==> config.mk <==
export PLATFORM = sky130hd
export DESIGN_NAME = mole_target_ctrl
export DESIGN_NICKNAME = d
export VERILOG_FILES = /design/src/rtl/mole_target_ctrl.sv
export SDC_FILE = /design/constraint.sdc
export NUM_CORES = 1
export LEC_CHECK = 0
export CAP_MARGIN = 20
export CORE_MARGIN = 3
export CORE_UTILIZATION = 30
export CTS_CLUSTER_DIAMETER = 120
export CTS_CLUSTER_SIZE = 25
export DETAILED_ROUTE_END_ITERATION = 8
export PLACE_DENSITY = 0.54
export SYNTH_ARGS = -nofsm -noshare
export SYNTH_HDL_FRONTEND = slang
export SYNTH_SLANG_ARGS = --single-unit
==> constraint.sdc <==
create_clock -name clk -period 1.85 [get_ports clk]
set_input_delay 0.2775 -clock clk [delete_from_list [all_inputs] [get_ports clk]]
set_output_delay 0.2775 -clock clk [all_outputs]
set_load 0.02 [all_outputs]
==> src/rtl/mole_target_ctrl.sv <==
// mole_target_ctrl: whack-a-mole round controller (gap, lit target, hit/miss, saturating score).
// Define NO_REPEAT_EN to forbid the same target position twice in a row.
module mole_target_ctrl #(
    parameter int NUM_POS     = 18,
    parameter int LIFE_CYCLES = 50_000_000,
    parameter int GAP_CYCLES  = 10_000_000,
    parameter int SCORE_W     = 8
) (
    input  logic               clk,
    input  logic               rst_n,
    input  logic               enable,
    input  logic [4:0]         random_pos,
    input  logic [NUM_POS-1:0] sw,
    output logic [NUM_POS-1:0] led,
    output logic               hit_pulse,
    output logic               miss_pulse,
    output logic [SCORE_W-1:0] score,
    output logic               active
);
    localparam int TW = $clog2(LIFE_CYCLES > GAP_CYCLES ? LIFE_CYCLES : GAP_CYCLES);
    typedef enum logic [1:0] {IDLE, GAP, SAMPLE, SHOW} state_t;
    state_t             state;
    logic [TW-1:0]      timer;
    logic [NUM_POS-1:0] sw_q;
    logic               enable_q;
    logic               pos_ok;
    logic               hit;
`ifdef NO_REPEAT_EN
    logic [4:0]         prev_pos;
    assign pos_ok = int'(random_pos) < NUM_POS && random_pos != prev_pos;
`else
    assign pos_ok = int'(random_pos) < NUM_POS;
`endif
    // led carries the one-hot target throughout SHOW, so it also selects the switch to watch
    assign hit = |(sw & ~sw_q & led);

    always_ff @(posedge clk or negedge rst_n) begin
        if (!rst_n) begin
            state      <= IDLE;
            timer      <= '0;
            sw_q       <= '0;
            enable_q   <= 1'b0;
            led        <= '0;
            hit_pulse  <= 1'b0;
            miss_pulse <= 1'b0;
            score      <= '0;
            active     <= 1'b0;
`ifdef NO_REPEAT_EN
            prev_pos   <= 5'(NUM_POS);
`endif
        end else begin
            sw_q       <= sw;
            enable_q   <= enable;
            hit_pulse  <= 1'b0;
            miss_pulse <= 1'b0;
            if (!enable) begin
                state  <= IDLE;
                led    <= '0;
                active <= 1'b0;
                timer  <= '0;
            end else begin
                case (state)
                    IDLE: if (!enable_q) begin
                        score <= '0;
                        timer <= '0;
                        state <= GAP;
`ifdef NO_REPEAT_EN
                        prev_pos <= 5'(NUM_POS);
`endif
                    end
                    GAP: begin
                        timer <= timer + 1'b1;
                        if (timer == TW'(GAP_CYCLES - 1)) begin
                            timer <= '0;
                            state <= SAMPLE;
                        end
                    end
                    SAMPLE: if (pos_ok) begin
                        led    <= NUM_POS'(1) << random_pos;
                        active <= 1'b1;
                        timer  <= '0;
                        state  <= SHOW;
`ifdef NO_REPEAT_EN
                        prev_pos <= random_pos;
`endif
                    end
                    SHOW: begin
                        timer <= timer + 1'b1;
                        if (hit || timer == TW'(LIFE_CYCLES - 1)) begin
                            hit_pulse  <= hit;
                            miss_pulse <= !hit;
                            led        <= '0;
                            active     <= 1'b0;
                            timer      <= '0;
                            state      <= GAP;
                            if (hit && !(&score)) score <= score + 1'b1;
                        end
                    end
                endcase
            end
        end
    end
endmodule

# --- Word level (Yosys, flattened, before mapping) ---
# Index checks and enable logic that the tools add are counted.
word_totals:
  input_bits: 26
  regBits: 76
  wordCells: 71
  output_inout_bits: 29
op_classes:
  n_addsub: 2
  muxes: 30
  n_reduce_logical: 12
  n_lt_le_gt_ge: 1
  bitwise: 3
  eq_ne: 13
  n_shift: 1
op_table:
  columns: ["op", "n"]
  rows:
  - ["$mux W26", 5]
  - ["$pmux W26 S4", 1]
  - ["$mux W18", 3]
  - ["$and A18 B18 Y18", 2]
  - ["$pmux W18 S2", 1]
  - ["$add A26 B1 Y26 const B", 1]
  - ["$eq A26 B24 Y1 const B", 1]
  - ["$eq A26 B26 Y1 const B", 1]
  - ["$mux W8", 3]
  - ["$not A18 Y18", 1]
  - ["$reduce_or A18 Y1", 1]
  - ["$shl A1 B5 Y18 const A", 1]
  - ["$pmux W8 S2", 1]
  - ["$ne A3 B3 Y1 const B", 4]
  - ["$mux W2", 5]
  - ["$mux W1", 9]
  - ["$add A8 B1 Y8 const B", 1]
  - ["$pmux W2 S4", 1]
  - ["$reduce_and A8 Y1", 1]
  - ["$ne A2 B2 Y1 const B", 3]
  - ["$lt A5 B5 Y1 const B", 1]
  - ["$reduce_and A5 Y1", 1]
  - ["$eq A2 B2 Y1 const B", 2]
  - ["$reduce_and A4 Y1", 1]
  - ["10 further kinds", 11]

# --- Depth between registers and ports, before layout ---
depth:
  word_depth: 8
  depth_mapped: 9
  depth_no_buf: 8

# --- Worst setup path before layout ---
# Ideal clock, no wire load.
synth_timing:
  kind: "reg-to-reg"
  start: "register timer[0]"
  end: "register led[13]"
  setup_slack_ns: -0.197
  required_ns: 1.726
  path_stages_with_launch: 10
  setup_ns: 0.124
  arrival_time_ns: 1.923
  path_cell_list: "dfrtp_1 > ha_1 > and3_1 > nand4_2 > nor3_4 > nor3_1 > a311o_1 > buf_6 > buf_6 > o2bb2ai_1"
synth_via:
  elab_chain_len: 4
synth_lines:
  columns: ["element", "line", "text"]
  rows:
  - ["start, declared", "23", "logic [TW-1:0] timer;"]
  - ["start signal, assigned", "72", "timer <= timer + 1'b1;"]
  - ["start signal, assigned", "88", "timer <= timer + 1'b1;"]
  - ["$eq A26 B26 Y1", "89", "if (hit || timer == TW'(LIFE_CYCLES - 1)) begin"]
  - ["$logic_or A1 B1 Y1", "89", null]
  - ["$ne A3 B3 Y1 (no source line)", null, null]
  - ["$reduce_and A3 Y1 (no source line)", null, null]
  - ["end signal, assigned", "79", "led <= NUM_POS'(1) << random_pos;"]
  - ["end, declared", "14", "output logic [NUM_POS-1:0] led,"]
# No other way between the ends.
# A chain may end at the register's enable or synchronous reset.

# --- Worst setup path in the final report ---
layout_timing:
  start: "register timer[10]"
  end: "register active"
layout_via:
  elab_chain_len: 4
layout_lines:
  columns: ["element", "line", "text"]
  rows:
  - ["$eq A26 B26 Y1", "89", null]
  - ["$logic_or A1 B1 Y1", "89", null]
  - ["$ne A3 B3 Y1 (no source line)", null, null]
  - ["$reduce_and A3 Y1 (no source line)", null, null]
  - ["end signal, assigned", "59", "active <= 1'b0;"]
  - ["end signal, assigned", "80", "active <= 1'b1;"]
  - ["end signal, assigned", "93", "active <= 1'b0;"]
  - ["end, declared", "18", "output logic active"]
# No other way between the ends.

==> impl_metrics.py <==
metrics = {
    "critical_path": {
        "cp-end-kind": "register",
        "critPathLaunchType": "register",
        "crit_chain": "nor4bb_2 -> nand4_1 -> nor3_4 -> buf_4 -> nor3_1 -> a311o_1 -> buf_12 -> a21o_1",
        "crit_arrival_ns": 2.33,
        "crit_path_max_fanout": 19,
        "r2r_setup_slack_ns": -0.24,
        "critical-path-slowest-cell": "dfrtp_1",
        "required_ns": 2.09,
        "path_class": "register to register",
        "crit-reg2reg-launch": "timer[10]",
        "r2r_end": "active",
        "max_stage_delay_ns": 0.40,
        "rr_worst_depth": 8,
    },
    "drt": {
        "antenna_left": 0,
        "wire_per_inst_um": 14.91,
        "viasPerCell": 4.907,
        "drt_iter0_markers": 182,
        "drc": 0,
        "drt-total-wl_um": 9585,
        "num_vias": 3155,
        "firstDrtPassIters": 4,
    },
    "timing": {
        "tns_ns": -7.618,
        "fin_worst_skew_ns": 0.008537,
        "finalCritPeriodShare_pct": 112.8,
        "finalCriticalPeriod_ns": 2.087,
        "rsz0062_at_grt": "true",
        "setup_ws_ns": -0.2369,
        "worst_pin_slew_ns": 0.5194,
        "slew_violations": 0,
        "setup_viol": 47,
        "hold_viol": 0,
        "maxSlewHeadroom_pct": 65.37,
        "finalHoldWorstSlack_ns": 0.4007,
        "max_freq_mhz": 479.2,
    },
    "yosys": {
        "synth_warnings": 0,
        "synth_cells": 328,
        "synth_edf_count": 0,
        "ys_async_sr_fraction_pct": 100.0,
        "ys_dominant_reg_cell": "dfrtp_1",
        "ys_types": 52,
        "seq_area_frac_synth_pct": 53.20,
        "syn_avg_cell_area_um2": 10.90,
        "synth_nets": 360,
        "synth_area_um2": 3575,
        "yosys_register_bits": 76,
    },
    "final_layout": {
        "drive_gt1_share_pct": 38.20,
        "instances_no_fill": 643,
        "fillers": 1038,
        "syn_to_final_growth_pct": 60.10,
        "seqCellArea_um2": 1908,
        "diodes": 0,
        "layout_common_cells": "101 x buf_4, 71 x dfrtp_1, 53 x clkdlybuf4s50_1",
        "layout_commonest_cell": "buf_4",
        "multi_input_area_um2": 1847,
        "nNetsFinal": 527,
    },
    "clock_network": {
        "insertion_delay_ns": 0.35,
        "cts.sinks": 76,
        "cts_tree": "done",
        "cts_buffers": 9,
        "clock_tree.root_cell": "clkbuf_16",
        "cts.clk_slew.worst_paths_ns": 0.06,
        "htree_levels": 3,
        "cts.path.max_buffers": 2,
    },
    "placed_design": {
        "dp_hpwl_um": 6993,
        "dp_slack_ns": -0.5219,
        "dp_cells": 614,
        "portBuffers": 54,
        "gp_congestion": 0.7793,
    },
    "floorplan": {
        "dieHeight_um": 115.2,
        "ios": 55,
        "die-width_um": 115.2,
        "design.die.area_um2": 13260,
        "core_area_um2": 11520,
        "num_rows": 39,
        "start_util_pct": 31.04,
    },
    "global_route": {
        "grt_overflow": 0,
        "grt_antenna_before_repair": 0,
        "grt_pass1_wl_um": 16210,
        "grt_pass1_vias": 3279,
        "track_usage_pct": 15.53,
        "grt_max_degree": 38,
    },
    "pwr": {
        "power_leakage_nw": 2.512,
        "irDropWorstVdd_uv": 581.7,
        "power_density_nw_per_um2": 872.3,
        "total_power_mw": 4.992,
    },
    "run_status": {
        "status": "complete, but fails checks",
        "violations": "negative setup slack",
    },
    "min_path": {
        "hold_end": "sw_q[3]",
        "whs_path_depth": 1,
        "worstHoldStart": "sw[3]",
        "min_path_type": "input pin to register",
    },
    "flow_run": {
        "cap_violations": 0,
    },
}
## how the worst max path moves through the flow
stage	slack, ns	end	startpoint	cells after the start
4_1_cts	-0.25	active	timer[0]	9
3_5_place_dp	-0.52	timer[2]	sw[5]	8
5_1_grt	-0.31	led[5]	timer[10]	8
3_3_place_gp	-0.45	timer[8]	sw[2]	8
2_1_floorplan	-0.13	timer[16]	led[2]	7
6_report	-0.24	active	timer[10]	8
## final cells by class
cell class              count  share of cell area, %
clock inverters             7                  1.727
clock buffers               9                  3.935
well taps                 143                  3.126
flip-flops and latches     76                  33.34
inverters                   8                 0.5247
repair buffers            164                  25.08
multi-input cells         236                  32.27
## power breakdown
| group | total (mW) | switching [mW] | internal (mW) | leakage, nW |
|---|---|---|---|---|
| combinational | 1.29 | 0.632 | 0.656 | 1.35 |
| clock | 1.93 | 0.738 | 1.19 | 0.156 |
| sequential | 1.78 | 0.0483 | 1.73 | 1.01 |
| total | 4.99 | 1.42 | 3.57 | 2.51 |
## critical path, delay by kind of cell, from the launching register on
| kind | cells | cell delay (ns) |
|---|---|---|
| buffers and inverters | 2 | 0.32 |
| AND/OR/NAND/NOR | 4 | 0.76 |
| AO/OA/AOI/OAI | 2 | 0.52 |
| flip-flops | 1 | 0.40 |
## routing by layer
| metal | wire, µm | share of wire (%) | up-vias | track usage [%] |
|---|---|---|---|---|
| met3 | 475 | 5.0 | 11 | 5.211 |
| met4 | 144 | 1.5 | 0 | 4.538 |
| li1 | - | - | 1559 | - |
| met1 | 4455 | 46 | 1521 | 20.14 |
| met2 | 4508 | 47 | 64 | 24.77 |
| met5 | 0 | 0 | - | 0 |
## synthesized netlist by cell type (3+ instances only)
cell type	n	share of area, %
o22ai_1	4	0.70
nand2_1	26	2.7
nand2b_1	3	0.53
nor4b_1	3	0.74
a22o_1	4	0.98
xor2_1	12	2.9
a21o_1	5	1.1
ha_1	6	2.1
mux2i_1	3	0.84
and2_1	5	0.88
a21oi_1	7	0.98
o21ai_0	7	0.98
o2bb2ai_1	19	4.7
nor2_1	26	2.7
nand3_1	29	4.1
dfrtp_1	76	53
nand4_1	8	1.4
inv_1	8	0.84
and3_1	8	1.4
nor3_1	4	0.56
a31oi_1	9	1.6
buf_6	4	1.3
nand3b_1	15	3.2
## flip-flops by register name, summed over array words and instances (netlist names)
register    cells
score           8
hit_pulse       1
state           2
timer          26
miss_pulse      1
active          1
enable_q        1
led            18
sw_q           18
## per-stage QoR
step           cell area (µm²)  utilization (%)
2_1_floorplan             3661                -
3_3_place_gp              5071            44.04
3_5_place_dp              5071            44.04
4_1_cts                   5578            48.44
5_1_grt                   5723            49.70
6_report                  5723            49.70
## what timing repair did
action | 4_1_cts | 5_1_grt
setup endpoints to repair | 54 | 56
endpoints found under the hold margin | 34 | 0
pin swaps | 7 | 12
hold buffers | 1 | 0
gates resized for setup | 24 | 28
setup buffers | 8 | 4
## kinds of logic (layout without fill, tap and decap cells)
group | after synthesis | in the layout | share of synthesized area, %
AOI/OAI and AO/OA | 69 | 69 | 15.19
xor gates and xnor gates | 14 | 14 | 3.430
adders and majority gates | 6 | 6 | 2.100
buffers and inverters | 16 | 188 | 2.590
DFF | 76 | 76 | 53.20
muxes | 3 | 3 | 0.8401
and+or+nand+nor | 144 | 144 | 22.65
(Power assumes the default switching activity.)
